<file path="src/rtl/hazard_unit_param.sv">
// Hazard unit: operand forwarding over external + retire-history sources, multi-cycle load-use
// interlock FSM, and stall/flush merge per pipeline boundary. Optional CSR forwarding: HAZARD_CSR_FWD_EN.
module hazard_unit_param_match #(
    parameter int AW = 5,
    parameter bit NZ = 1'b1
) (
    input  logic          i_we,
    input  logic [AW-1:0] i_dst,
    input  logic [AW-1:0] i_src,
    output logic          o_hit
);
    // NZ excludes the hard-wired zero register from matching
    assign o_hit = i_we && (i_dst == i_src) && (!NZ || (i_dst != '0));
endmodule

module hazard_unit_param #(
    parameter int FWD_SRCS        = 2,
    parameter int RET_DEPTH       = 1,
    parameter int LOAD_USE_CYCLES = 1,
    parameter int NB              = 4,
    parameter int SELW            = $clog2(FWD_SRCS + RET_DEPTH + 1)
) (
    input  logic                    clk,
    input  logic                    reset_n,
    input  logic                    clk_enable,
    input  logic                    trap_done,
    input  logic                    csr_ready,
    input  logic                    standby_mode,
    input  logic                    pth_done_flush,
    input  logic                    branch_prediction_miss,
    input  logic                    EX_jump,
    input  logic [4:0]              ID_rs1,
    input  logic [4:0]              ID_rs2,
    input  logic                    ID_rs1_used,
    input  logic                    ID_rs2_used,
    input  logic [4:0]              EX_rs1,
    input  logic [4:0]              EX_rs2,
    input  logic [4:0]              EX_rd,
    input  logic                    EX_is_load,
    input  logic [5*FWD_SRCS-1:0]   src_rd,
    input  logic [FWD_SRCS-1:0]     src_we,
`ifdef HAZARD_CSR_FWD_EN
    input  logic [FWD_SRCS-1:0]     src_csr_we,
    input  logic [12*FWD_SRCS-1:0]  src_csr_addr,
    input  logic [11:0]             EX_csr_addr,
    output logic [SELW-1:0]         csr_fwd_sel,
`endif
    output logic [SELW-1:0]         fwd_sel_rs1,
    output logic [SELW-1:0]         fwd_sel_rs2,
    output logic [NB-1:0]           stall,
    output logic [NB-1:0]           flush,
    output logic                    load_stall_active
);
    localparam int NSRC = FWD_SRCS + RET_DEPTH;
    localparam int CW   = 4;

    typedef enum logic {RUN, LU_STALL} state_t;

    state_t               r_state, w_state_nxt;
    logic [CW-1:0]        r_cnt, w_cnt_nxt;
    logic [NSRC-1:0][4:0] w_rd;
    logic [NSRC-1:0]      w_we, w_hit1, w_hit2;
    logic                 w_detect, w_redir, w_hold, w_lu;
    logic [NB-1:0]        w_stall, w_flush;

    function automatic logic [SELW-1:0] f_prio(input logic [NSRC-1:0] hit);
        f_prio = '0;
        for (int i = NSRC - 1; i >= 0; i--)
            if (hit[i]) f_prio = SELW'(i + 1);
    endfunction

    assign w_rd[FWD_SRCS-1:0] = src_rd;
    assign w_we[FWD_SRCS-1:0] = src_we;

    generate
        if (RET_DEPTH > 0) begin : g_ret
            logic [RET_DEPTH-1:0][4:0] r_ret_rd;
            logic [RET_DEPTH-1:0]      r_ret_we;
            // Retire history tracks what the oldest external stage hands to the register file
            always_ff @(posedge clk or negedge reset_n) begin
                if (!reset_n) begin
                    r_ret_rd <= '0;
                    r_ret_we <= '0;
                end else if (clk_enable && !w_stall[NB-1]) begin
                    r_ret_rd[0] <= src_rd[5*FWD_SRCS-1 -: 5];
                    r_ret_we[0] <= src_we[FWD_SRCS-1];
                    for (int i = 1; i < RET_DEPTH; i++) begin
                        r_ret_rd[i] <= r_ret_rd[i-1];
                        r_ret_we[i] <= r_ret_we[i-1];
                    end
                end
            end
            assign w_rd[NSRC-1:FWD_SRCS] = r_ret_rd;
            assign w_we[NSRC-1:FWD_SRCS] = r_ret_we;
        end

        for (genvar g = 0; g < NSRC; g++) begin : g_src
            hazard_unit_param_match #(.AW(5), .NZ(1'b1)) u_m1 (
                .i_we(w_we[g]), .i_dst(w_rd[g]), .i_src(EX_rs1), .o_hit(w_hit1[g]));
            hazard_unit_param_match #(.AW(5), .NZ(1'b1)) u_m2 (
                .i_we(w_we[g]), .i_dst(w_rd[g]), .i_src(EX_rs2), .o_hit(w_hit2[g]));
        end
    endgenerate

`ifdef HAZARD_CSR_FWD_EN
    logic [FWD_SRCS-1:0] w_chit;
    generate
        for (genvar g = 0; g < FWD_SRCS; g++) begin : g_csr
            hazard_unit_param_match #(.AW(12), .NZ(1'b0)) u_mc (
                .i_we(src_csr_we[g]), .i_dst(src_csr_addr[12*g +: 12]),
                .i_src(EX_csr_addr), .o_hit(w_chit[g]));
        end
    endgenerate
    assign csr_fwd_sel = reset_n ? f_prio(NSRC'(w_chit)) : '0;
`endif

    assign fwd_sel_rs1 = reset_n ? f_prio(w_hit1) : '0;
    assign fwd_sel_rs2 = reset_n ? f_prio(w_hit2) : '0;

    assign w_detect = EX_is_load && (EX_rd != 5'd0) &&
                      ((ID_rs1_used && EX_rd == ID_rs1) || (ID_rs2_used && EX_rd == ID_rs2));
    assign w_redir  = trap_done && (branch_prediction_miss || EX_jump);
    assign w_hold   = standby_mode || !trap_done || !csr_ready;
    // Redirects and full flushes squash the interlock pattern outright
    assign w_lu     = ((r_state == LU_STALL) || w_detect) && !w_redir && !pth_done_flush;

    always_comb begin
        w_stall = '0;
        w_flush = '0;
        if (w_lu) begin
            w_stall[1:0] = 2'b11;
            w_flush[2]   = 1'b1;
        end
        if (w_redir)        w_flush[1:0] = 2'b11;
        if (pth_done_flush) w_flush      = '1;
        if (standby_mode) begin
            w_stall      = '0;
            w_stall[1:0] = 2'b11;
        end else if (!trap_done || !csr_ready) begin
            w_stall = '1;
        end
    end

    always_comb begin
        w_state_nxt = r_state;
        w_cnt_nxt   = r_cnt;
        if (pth_done_flush || w_redir) begin
            w_state_nxt = RUN;
            w_cnt_nxt   = '0;
        end else if (!w_hold) begin
            if (r_state == RUN) begin
                if (w_detect && LOAD_USE_CYCLES > 1) begin
                    w_state_nxt = LU_STALL;
                    w_cnt_nxt   = CW'(LOAD_USE_CYCLES - 1);
                end
            end else if (r_cnt <= CW'(1)) begin
                w_state_nxt = RUN;
                w_cnt_nxt   = '0;
            end else begin
                w_cnt_nxt = r_cnt - CW'(1);
            end
        end
    end

    always_ff @(posedge clk or negedge reset_n) begin
        if (!reset_n) begin
            r_state <= RUN;
            r_cnt   <= '0;
        end else if (clk_enable) begin
            r_state <= w_state_nxt;
            r_cnt   <= w_cnt_nxt;
        end
    end

    assign stall             = reset_n ? w_stall : '0;
    assign flush             = reset_n ? w_flush : '0;
    assign load_stall_active = (r_state == LU_STALL);
endmodule

</file>
<file path="config.mk">
export PLATFORM = sky130hd
export DESIGN_NAME = hazard_unit_param
export DESIGN_NICKNAME = d
export VERILOG_FILES = /design/src/rtl/hazard_unit_param.sv
export SDC_FILE = /design/constraint.sdc
export NUM_CORES = 1
export LEC_CHECK = 0
export CORE_ASPECT_RATIO = 0.75
export CORE_UTILIZATION = 39
export CTS_CLUSTER_DIAMETER = 40
export DETAILED_ROUTE_END_ITERATION = 16
export PLACE_DENSITY_LB_ADDON = 0.1
export SYNTH_ARGS = -nofsm -noshare
export SYNTH_HDL_FRONTEND = slang
export SYNTH_SLANG_ARGS = --single-unit
export TNS_END_PERCENT = 10
</file>
<file path="constraint.sdc">
create_clock -name clk -period 2.25 [get_ports clk]
set_clock_uncertainty 0.2 [all_clocks]
set_input_delay 0.3375 -clock clk [delete_from_list [all_inputs] [get_ports clk]]
set_output_delay 0.3375 -clock clk [all_outputs]
set_load 0.05 [all_outputs]
</file>
### Word-level counts from Yosys, hierarchy flattened

Cells that the tools add are included.

| operators by class | value |
|---|---|
| equal/unequal tests | 9 |
| $add $sub $neg | 1 |
| muxes and demuxes | 24 |
| multipliers | 0 |
| shift-type cells | 0 |
| order comparisons | 1 |
| bitwise gates (word level) | 0 |
| div/mod/pow operators | 0 |
| reductions and logical operators | 39 |

Operators by type and width:

| operator | count |
|---|---|
| $eq A5 B5 Y1 | 8 |
| $mux W4 | 9 |
| $logic_and A1 B1 Y1 | 20 |
| $mux W2 | 10 |
| $reduce_bool A5 Y1 | 4 |
| $logic_or A1 B1 Y1 | 7 |
| $logic_not A1 Y1 | 5 |
| $mux W1 | 5 |
| $le A4 B1 Y1 const B | 1 |
| $sub A4 B1 Y4 const B | 1 |
| $reduce_and A3 Y1 | 1 |
| $ne A2 B1 Y1 const B | 1 |
| $reduce_and A2 Y1 | 1 |
| $reduce_bool A2 Y1 | 1 |

| word-level totals | value |
|---|---|
| RAM bits | 0 |
| bits in latches | 0 |
| memories | 0 |
| word-level logic and storage cells | 78 |
| memory bits (read-only) | 0 |
| register bits | 11 |
| input port bits | 49 |
| output and inout port bits | 13 |

### Longest topological paths before layout

Gate-level depths: netlist of the first run.

| logic depth | value |
|---|---|
| depth in word-level cells | 12 |
| gate-level depth with buffers | 7 |
| gate-level depth less buffers | 7 |

### Hierarchy

From an unflattened synthesis of the first run, not the netlist that was laid out.

| second synthesis, totals | value |
|---|---|
| cells, all modules | 148 |
| area total of the unflattened synthesis | 1229.9 µm² |

By module, submodules not included:

| module | cells an instance | instances | sequential area each (µm²) | area an instance (µm²) |
|---|---|---|---|---|
| hazard_unit_param | 88 | 1 | 275.3 | 809.5 |
| hazard_unit_param_match | 10 | 6 | 0.0 | 70.1 |

### Worst setup path before layout of the first run

Ideal clock, no wire load.

| timing path | value |
|---|---|
| path kind | in2out |
| from | in EX_rd[1] |
| to | out stall[1] |
| buffers on the path | 1 |
| data required time | 1.712 ns |
| setup slack | -0.353 ns |
| arrival | 2.066 ns |
| stages | 6 |
| cells stage by stage | xnor2_1 nand4_1 o22ai_1 o2111ai_1 o221ai_1 buf_4 |

| on the way | value |
|---|---|
| word-level cells in the longest chain between the ends | 11 |
| elaborated cells on any way between the ends | 15 |
| those cells by class | 2 x eq/ne; 4 x mux; 9 x reduce/logical |

RTL lines:

| what | RTL line | text |
|---|---|---|
| start: declaration | 38 | `input logic [4:0] EX_rd,` |
| $eq A5 B5 Y1 | 121 | `((ID_rs1_used && EX_rd == ID_rs1) \|\| (ID_rs2_used && EX_rd == ID_rs2));` |
| $logic_and A1 B1 Y1 | 121 |  |
| $logic_or A1 B1 Y1 | 121 |  |
| $logic_and A1 B1 Y1 * | 120 | `assign w_detect = EX_is_load && (EX_rd != 5'd0) &&` |
| $logic_or A1 B1 Y1 * | 125 | `assign w_lu = ((r_state == LU_STALL) \|\| w_detect) && !w_redir && !pth_done_flush;` |
| $logic_and A1 B1 Y1 * (2 in a row) | 125 |  |
| $mux W2 * | 130 | `if (w_lu) begin` |
| $mux W4 * | 139 | `end else if (!trap_done \|\| !csr_ready) begin` |
| $mux W4 * | 136 | `if (standby_mode) begin` |
| $mux W4 * | 175 | `assign stall = reset_n ? w_stall : '0;` |
| end: declaration | 50 | `output logic [NB-1:0] stall,` |

Every way passes the cells marked *; elsewhere a longest branch is shown, timed or not.

### Worst setup path after layout of the first run

| timing path | value |
|---|---|
| from | reg g_ret.r_ret_rd[2] (netlist bit) |
| to | out fwd_sel_rs2[1] |

| on the way | value |
|---|---|
| word-level cells in the longest chain between the ends | 7 |
| elaborated cells on any way between the ends | 8 |
| those cells by class | 1 x eq/ne; 4 x mux; 3 x reduce/logical |

RTL lines:

| what | RTL line | text |
|---|---|---|
| start: declaration | 77 | `logic [RET_DEPTH-1:0][4:0] r_ret_rd;` |
| start signal: indexed assignment | 88 | `r_ret_rd[i] <= r_ret_rd[i-1];` |
| $eq A5 B5 Y1 | 13 | `assign o_hit = i_we && (i_dst == i_src) && (!NZ \|\| (i_dst != '0));` |
| $logic_and A1 B1 Y1 | 13 |  |
| $logic_and A1 B1 Y1 * | 13 |  |
| $mux W2 * (3 in a row) | 69 | `if (hit[i]) f_prio = SELW'(i + 1);` |
| $mux W2 * | 118 | `assign fwd_sel_rs2 = reset_n ? f_prio(w_hit2) : '0;` |
| end: declaration | 49 | `output logic [SELW-1:0] fwd_sel_rs2,` |

Marked as above.

==> impl_metrics.prom, run 1 <==
# TYPE chip_impl_metric gauge
chip_impl_metric{name="critical_path_peak_fanout",unit=""} 2
chip_impl_info{name="layout_commonest_cell",value="sky130_fd_sc_hd__buf_4"} 1
chip_impl_metric{name="timing.slew.headroom",unit="%"} 64.99
chip_impl_metric{name="sequential_area_share_after_synthesis",unit="%"} 23.84
chip_impl_metric{name="internal-power",unit="mW"} 0.6440
chip_impl_metric{name="insertion_delay",unit="ns"} 0.23
chip_impl_metric{name="p_clk_share",unit="%"} 19.1
chip_impl_metric{name="grt_start_max_net_pins",unit=""} 12
chip_impl_metric{name="final_critical_path_setup_slack",unit="ns"} -0.2511
chip_impl_info{name="hold_path.class",value="reg -> reg"} 1
chip_impl_metric{name="htreeDepth",unit=""} 1
chip_impl_metric{name="drt-wirelength-per-cell",unit="µm"} 18.27
chip_impl_metric{name="detail_route.drc_violations",unit=""} 0
chip_impl_metric{name="power_density",unit="mW/mm²"} 434.3
chip_impl_metric{name="synth.lib_cells_used.distinct",unit=""} 31
chip_impl_info{name="unrepaired_setup_endpoints_after_global_routing",value="yes"} 1
chip_impl_metric{name="placed_cell_area",unit="mm²"} 0.002132
chip_impl_metric{name="seq_power_share",unit="%"} 26.8
chip_impl_metric{name="die_width",unit="µm"} 64.84
chip_impl_metric{name="post_synth_fa_ha_maj_area_fraction",unit="%"} 2.167
chip_impl_metric{name="postSynthRegisterBits",unit=""} 11
chip_impl_metric{name="die_area",unit="mm²"} 0.003185
chip_impl_metric{name="place.detailed.hpwl",unit="µm"} 3471
chip_impl_metric{name="layout-drive-gt1-share",unit="%"} 34.36
chip_impl_metric{name="finalWeightedCongestion",unit=""} 0.9378
chip_impl_metric{name="drt-initial-drc-count",unit=""} 63
chip_impl_metric{name="floorplan.initialDensity",unit="%"} 42.73
chip_impl_info{name="synth_top_family_by_area",value="XOR/XNOR gates"} 1
chip_impl_info{name="synth_area_leader_cell",value="sky130_fd_sc_hd__dfrtp_1"} 1
chip_impl_metric{name="placement.setup.worst_slack",unit="ns"} -0.4053
chip_impl_metric{name="netSwitchingPower",unit="mW"} 0.3733
chip_impl_metric{name="leakagePower",unit="nW"} 0.9778
chip_impl_metric{name="report.power.total",unit="mW"} 1.017
chip_impl_metric{name="peak_freq",unit="MHz"} 399.8
chip_impl_info{name="setup.worst_path.end_class",value="output pin"} 1
chip_impl_info{name="run_status",value="finished with violations"} 1
chip_impl_metric{name="synthesis.nets",unit=""} 185
chip_impl_metric{name="first_pass_grt_wire_length",unit="µm"} 7389
chip_impl_metric{name="via_count",unit=""} 1424
chip_impl_info{name="clock_root_buffer_master",value="sky130_fd_sc_hd__clkbuf_8"} 1
chip_impl_metric{name="port_buffers",unit=""} 61
chip_impl_metric{name="final_core_area_utilization",unit="%"} 86.67
chip_impl_metric{name="power_switching_share",unit="%"} 36.70
chip_impl_info{name="violations_in_the_final_reports",value="setup timing"} 1
chip_impl_metric{name="core-area",unit="mm²"} 0.002703
chip_impl_metric{name="finalMaxSlewViolations",unit=""} 0
chip_impl_metric{name="worst_slew_pin_slew",unit="ns"} 0.5235
chip_impl_metric{name="power_frac_comb",unit="%"} 54.1
chip_impl_metric{name="worst-endpoint-arrival",unit="ns"} 1.96
chip_impl_metric{name="via_count_of_the_first_global_routing_pass",unit=""} 1458
chip_impl_metric{name="yosys.area_share.simple",unit="%"} 24.27
chip_impl_metric{name="antenna_found_initial",unit=""} 0
chip_impl_metric{name="ios",unit=""} 62
chip_impl_metric{name="track_usage",unit="%"} 30.83
chip_impl_info{name="setup.worst_path.start_class",value="flip-flop"} 1
chip_impl_info{name="post_synth_main_area_contributors",value="sky130_fd_sc_hd__dfrtp_1 (24%), sky130_fd_sc_hd__xnor2_1 (21%), sky130_fd_sc_hd__xor2_1 (9.1%)"} 1
chip_impl_info{name="mostFrequentLayoutCells",value="sky130_fd_sc_hd__buf_4 (28), sky130_fd_sc_hd__dlygate4sd2_1 (26), sky130_fd_sc_hd__xnor2_1 (24), sky130_fd_sc_hd__clkdlybuf4s50_1 (23)"} 1
chip_impl_metric{name="hold_buf_cts",unit=""} 0
chip_impl_metric{name="row_count",unit=""} 16
chip_impl_metric{name="postSynthCellCount",unit=""} 134
chip_impl_metric{name="mean_instance_size_in_the_synthesized_netlist",unit="µm²"} 8.618
chip_impl_metric{name="number_of_endpoints_failing_setup_at_the_final_stage",unit=""} 7
chip_impl_metric{name="number_of_nets_with_antenna_violations_after_routing",unit=""} 0
chip_impl_metric{name="cell_area_synth",unit="mm²"} 0.001155
chip_impl_metric{name="viasPerCell",unit=""} 5.414
chip_impl_metric{name="synth-compound-area-share",unit="%"} 9.967
chip_impl_metric{name="final_nets",unit=""} 279
chip_impl_metric{name="final_wirelength",unit="µm"} 4806
chip_impl_metric{name="cts.sinks",unit=""} 11
chip_impl_metric{name="syn2layout_area_growth",unit="%"} 102.8
chip_impl_metric{name="antenna_cells",unit=""} 0
chip_impl_metric{name="yosys_warnings",unit=""} 0
chip_impl_metric{name="cts.path.max_buffers",unit=""} 2
chip_impl_metric{name="drv.max_cap_violation_count",unit=""} 0
chip_impl_metric{name="post-route-min-period",unit="ns"} 2.501
chip_impl_info{name="worst-setup-path-type",value="reg -> out"} 1
chip_impl_metric{name="drt_pre_antenna_iters",unit=""} 4
chip_impl_metric{name="synth.area.mux_share",unit="%"} 5.850
chip_impl_metric{name="cts-buffers-inserted",unit=""} 3
chip_impl_info{name="tritoncts",value="yes"} 1
chip_impl_metric{name="timing.final.crit_share",unit="%"} 111.2
chip_impl_metric{name="synth_xor_xnor_area_share",unit="%"} 30.34
chip_impl_metric{name="grt_overflow_total",unit=""} 0
chip_impl_metric{name="die_y",unit="µm"} 49.13
chip_impl_metric{name="cts.reportedPaths.clkPinSlew",unit="ns"} 0.05
chip_impl_metric{name="critPathRequiredTime",unit="ns"} 1.71
chip_impl_metric{name="synthDominantCellAreaShare",unit="%"} 23.84
chip_impl_metric{name="irDropWorstVdd",unit="mV"} 0.6795
chip_impl_metric{name="finalHoldViolations",unit=""} 0
chip_impl_metric{name="finalInstanceArea",unit="mm²"} 0.002342
chip_impl_metric{name="finalHoldWorstSlack",unit="ns"} 0.3902
## sequential cells by signal, indices dropped and copies added, names as in the netlist
signal             cells
r_cnt                  4
load_stall_active      1
g_ret.r_ret_rd         5
g_ret.r_ret_we         1
## cell type report
| cell class | count | area, µm² |
|---|---|---|
| Multi-Input combinational cell | 115 | 1008 |
| Clock buffer | 4 | 45.04 |
| Timing Repair Buffer | 93 | 953.4 |
| Tap cell | 36 | 45.04 |
| Fill cell | 136 | 360.3 |
| Inverter | 4 | 15.01 |
| Sequential cell | 11 | 275.3 |
## worst max-delay path, stage by stage (launching register included)
cell	delay [ns]
sky130_fd_sc_hd__dfrtp_1	0.38
sky130_fd_sc_hd__or4_1	0.59
sky130_fd_sc_hd__nor2_4	0.15
sky130_fd_sc_hd__nor4_2	0.08
sky130_fd_sc_hd__buf_4	0.15
sky130_fd_sc_hd__o211a_1	0.23
sky130_fd_sc_hd__buf_12	0.15
## power by group through the flow
stage               clock [mW]  combinational, mW  sequential (mW)
finish                   0.194              0.550            0.273
global route             0.209              0.584            0.276
CTS                      0.198              0.521            0.268
detailed placement           0              0.485            0.276
global placement             0              0.467            0.272
floorplan                    0              0.230            0.267
## path summary, 6_finish.rpt
check                                  start           endpoint  slack [ns]  cells past startpoint
max                        g_ret.r_ret_rd[2]     fwd_sel_rs2[1]       -0.25                      6
min                           g_ret.r_ret_we     g_ret.r_ret_we        0.39                      1
max reg2reg                         r_cnt[0]           r_cnt[3]        0.41                      8
min reg2reg                   g_ret.r_ret_we     g_ret.r_ret_we        0.39                      1
max in group asynchronous            reset_n           r_cnt[1]        1.30                      3
min in group asynchronous            reset_n  load_stall_active        0.40                      3
## metal layers
layer	global-route usage, %	wire [µm]	up-vias	share of wire (%)
li1	-	-	667	-
met1	38.78	2020	658	42
met2	52.78	2272	83	47
met3	6.075	376	16	7.8
met4	9.259	137	0	2.9
met5	0	0	-	0
## logic make-up after synthesis
group,count (synthesis)
muxes,6
buffers and inverters,8
xor gates and xnor gates,40
and+or+nand+nor,49
AOI/OAI and AO/OA,18
DFF,11
adders and majority gates,2
## stage by stage
step,setup TNS [ns],instances
after floorplan,-0.2708,134
after global placement,-2.154,256
after detailed placement,-2.468,256
after CTS,-1.077,263
after global routing,-1.749,263
final,-1.326,263
## Yosys cell counts
master and n:
sky130_fd_sc_hd__nor2_2 1, sky130_fd_sc_hd__nand4_1 6, sky130_fd_sc_hd__a21oi_1 7, sky130_fd_sc_hd__a21oi_2 1, sky130_fd_sc_hd__nand2b_1 4, sky130_fd_sc_hd__mux2_2 6, sky130_fd_sc_hd__o21ai_1 2, sky130_fd_sc_hd__o21a_1 1
sky130_fd_sc_hd__inv_1 4, sky130_fd_sc_hd__o21ai_0 2, sky130_fd_sc_hd__nor2_1 5, sky130_fd_sc_hd__and3b_1 1, sky130_fd_sc_hd__nand2_1 6, sky130_fd_sc_hd__ha_1 2, sky130_fd_sc_hd__o211a_1 2, sky130_fd_sc_hd__dfrtp_1 11
sky130_fd_sc_hd__nand3_1 3, sky130_fd_sc_hd__nor3_1 5, sky130_fd_sc_hd__o2111ai_1 1, sky130_fd_sc_hd__nor4_1 5, sky130_fd_sc_hd__buf_4 3, sky130_fd_sc_hd__and3_1 2, sky130_fd_sc_hd__xnor2_1 28, sky130_fd_sc_hd__clkbuf_1 1
sky130_fd_sc_hd__nand3b_1 1, sky130_fd_sc_hd__nor2b_1 1, sky130_fd_sc_hd__xor2_1 12, sky130_fd_sc_hd__and2_1 3, sky130_fd_sc_hd__o221ai_1 1, sky130_fd_sc_hd__o22ai_1 1, sky130_fd_sc_hd__or4_1 6
## timing repair
| action | in CTS | in global routing |
|---|---|---|
| resized for setup | 53 | 5 |
| hold endpoints to repair | 0 | 0 |
| endpoints found under the setup margin | 9 | 9 |
| buffers inserted | 3 | 0 |
| pin swaps | 20 | 5 |
No activity file was read; power rests on OpenSTA's default activity.
==> inputs of run 2 (changes only) <==
- CAP_MARGIN: unset -> 20
- RECOVER_POWER: unset -> 100
==> impl_metrics.prom, run 2 (synthesis gave the netlist of run 1 again) <==
# TYPE chip_impl_metric gauge
chip_impl_metric{name="finalHoldViolations",unit=""} 0
chip_impl_metric{name="die_y",unit="µm"} 49.13
chip_impl_metric{name="critPathRequiredTime",unit="ns"} 1.71
chip_impl_info{name="setup.worst_path.start_class",value="flip-flop"} 1
chip_impl_metric{name="critical_path_peak_fanout",unit=""} 2
chip_impl_metric{name="power_density",unit="mW/mm²"} 434.5
chip_impl_metric{name="row_count",unit=""} 16
chip_impl_metric{name="report.power.total",unit="mW"} 1.016
chip_impl_metric{name="drt-wirelength-per-cell",unit="µm"} 18.22
chip_impl_metric{name="filler_cell_count",unit=""} 138
chip_impl_metric{name="drv.max_cap_violation_count",unit=""} 0
chip_impl_info{name="unrepaired_setup_endpoints_after_global_routing",value="yes"} 1
chip_impl_metric{name="htreeDepth",unit=""} 1
chip_impl_info{name="layout_commonest_cell",value="sky130_fd_sc_hd__buf_4"} 1
chip_impl_metric{name="drt-initial-drc-count",unit=""} 80
chip_impl_metric{name="antenna_cells",unit=""} 0
chip_impl_info{name="violations_in_the_final_reports",value="setup timing"} 1
chip_impl_metric{name="worst-endpoint-arrival",unit="ns"} 1.97
chip_impl_metric{name="place.detailed.hpwl",unit="µm"} 3471
chip_impl_metric{name="leakagePower",unit="nW"} 0.9741
chip_impl_metric{name="multiInputGateArea",unit="mm²"} 0.001008
chip_impl_info{name="clock_root_buffer_master",value="sky130_fd_sc_hd__clkbuf_8"} 1
chip_impl_info{name="mostFrequentLayoutCells",value="sky130_fd_sc_hd__buf_4 (27), sky130_fd_sc_hd__dlygate4sd2_1 (26), sky130_fd_sc_hd__xnor2_1 (24), sky130_fd_sc_hd__clkdlybuf4s50_1 (23)"} 1
chip_impl_metric{name="syn2layout_area_growth",unit="%"} 102.5
chip_impl_info{name="largestRegisters",value="g_ret.r_ret_rd (5), r_cnt (4)"} 1
chip_impl_metric{name="floorplan.initialDensity",unit="%"} 42.73
chip_impl_metric{name="setup_tns",unit="ns"} -1.324
chip_impl_metric{name="hold_buf_cts",unit=""} 0
chip_impl_metric{name="largest_reg_flops",unit=""} 5
chip_impl_metric{name="ios",unit=""} 62
chip_impl_metric{name="cts.sinks",unit=""} 11
chip_impl_metric{name="final-seq-area",unit="µm²"} 275.3
chip_impl_metric{name="antenna_found_initial",unit=""} 0
chip_impl_info{name="hold_path.class",value="reg -> reg"} 1
chip_impl_metric{name="cts.path.max_buffers",unit=""} 2
chip_impl_metric{name="finalMaxSlewViolations",unit=""} 0
chip_impl_metric{name="die_width",unit="µm"} 64.84
chip_impl_metric{name="grt_start_max_net_pins",unit=""} 12
chip_impl_metric{name="detail_route.drc_violations",unit=""} 0
chip_impl_info{name="max_flop_register",value="g_ret.r_ret_rd"} 1
chip_impl_metric{name="via_count_of_the_first_global_routing_pass",unit=""} 1458
chip_impl_info{name="run_status",value="finished with violations"} 1
chip_impl_metric{name="first_pass_grt_wire_length",unit="µm"} 7389
chip_impl_metric{name="port_buffers",unit=""} 61
chip_impl_metric{name="post-route-min-period",unit="ns"} 2.503
chip_impl_metric{name="drt_pre_antenna_iters",unit=""} 4
chip_impl_metric{name="grt_overflow_total",unit=""} 0
chip_impl_info{name="worst-setup-path-type",value="reg -> out"} 1
chip_impl_metric{name="layout-drive-gt1-share",unit="%"} 33.92
chip_impl_metric{name="peak_freq",unit="MHz"} 399.5
chip_impl_metric{name="via_count",unit=""} 1407
chip_impl_metric{name="irDropWorstVdd",unit="mV"} 0.6783
chip_impl_metric{name="number_of_nets_with_antenna_violations_after_routing",unit=""} 0
chip_impl_metric{name="finalWeightedCongestion",unit=""} 0.9378
chip_impl_metric{name="die_area",unit="mm²"} 0.003185
chip_impl_metric{name="number_of_endpoints_failing_setup_at_the_final_stage",unit=""} 7
chip_impl_metric{name="final_nets",unit=""} 279
chip_impl_info{name="setup.worst_path.end_class",value="output pin"} 1
chip_impl_metric{name="insertion_delay",unit="ns"} 0.23
chip_impl_metric{name="viasPerCell",unit=""} 5.350
chip_impl_metric{name="timing.final.crit_share",unit="%"} 111.3
chip_impl_metric{name="final_critical_path_setup_slack",unit="ns"} -0.2533
chip_impl_metric{name="core-area",unit="mm²"} 0.002703
chip_impl_metric{name="timing.slew.headroom",unit="%"} 60.89
chip_impl_metric{name="worst_slew_pin_slew",unit="ns"} 0.5867
chip_impl_metric{name="cts.reportedPaths.clkPinSlew",unit="ns"} 0.05
chip_impl_metric{name="track_usage",unit="%"} 30.83
chip_impl_metric{name="cts-buffers-inserted",unit=""} 3
chip_impl_info{name="tritoncts",value="yes"} 1
chip_impl_metric{name="final_wirelength",unit="µm"} 4791
-- run 2: cell type report --
type                            count  area share (%)
Multi-Input combinational cell    115           43.12
Sequential cell                    11           11.77
Clock buffer                        4           1.926
Timing Repair Buffer               93           40.61
Tap cell                           36           1.926
Inverter                            4          0.6421
-- run 2: critical path, cell delays in order (launching register included) --
cell                      delay [ns]
sky130_fd_sc_hd__dfrtp_1        0.38
sky130_fd_sc_hd__or4_1          0.59
sky130_fd_sc_hd__nor2_4         0.15
sky130_fd_sc_hd__nor4_2         0.08
sky130_fd_sc_hd__buf_4          0.15
sky130_fd_sc_hd__o211a_1        0.23
sky130_fd_sc_hd__buf_12         0.15
-- run 2: path summary, 6_finish.rpt --
path | start | endpoint | slack, ns | depth (start not counted)
hold / removal | g_ret.r_ret_we | g_ret.r_ret_we | 0.39 | 1
max in group asynchronous | reset_n | r_cnt[1] | 0.92 | 3
hold reg to reg | g_ret.r_ret_we | g_ret.r_ret_we | 0.39 | 1
setup / recovery | g_ret.r_ret_rd[2] | fwd_sel_rs2[1] | -0.25 | 6
min in group asynchronous | reset_n | g_ret.r_ret_rd[0] | 0.55 | 3
setup reg to reg | r_cnt[1] | r_cnt[3] | 0.45 | 8
-- run 2: metal layers --
layer | up-vias | global-route usage, % | routed length [µm] | share of wire (%)
met1 | 666 | 38.78 | 2076 | 43
met4 | 0 | 9.259 | 137 | 2.9
li1 | 666 | - | - | -
met5 | - | 0 | 0 | 0
met2 | 59 | 52.78 | 2269 | 47
met3 | 16 | 6.075 | 308 | 6.4
-- run 2: report_power, final --
| group | switching, mW | internal (mW) | total (mW) |
|---|---|---|---|
| Clock | 0.0697 | 0.124 | 0.194 |
| Combinational | 0.266 | 0.284 | 0.550 |
| Sequential | 0.0372 | 0.235 | 0.272 |
| Total | 0.373 | 0.643 | 1.02 |
-- run 2: metrics by stage --
stage          util (%)  area (µm²)  hold slack (ns)  std cells  setup slack [ns]
6_report          86.53        2338           0.3884        263           -0.2533
5_1_grt           86.53        2338           0.4047        263           -0.2851
4_1_cts           85.42        2308           0.3641        263           -0.2012
3_5_place_dp      78.89        2132           0.3689        256           -0.4053
3_3_place_gp      78.89        2132           0.3325        256           -0.3830
2_1_floorplan         -        1165          -0.1581        134           -0.2494
-- run 2: what timing repair did --
| item | in CTS | in global routing |
|---|---|---|
| buffers inserted | 3 | 0 |
| setup endpoints to repair | 9 | 9 |
| pin swaps | 20 | 5 |
| resized for setup | 53 | 5 |
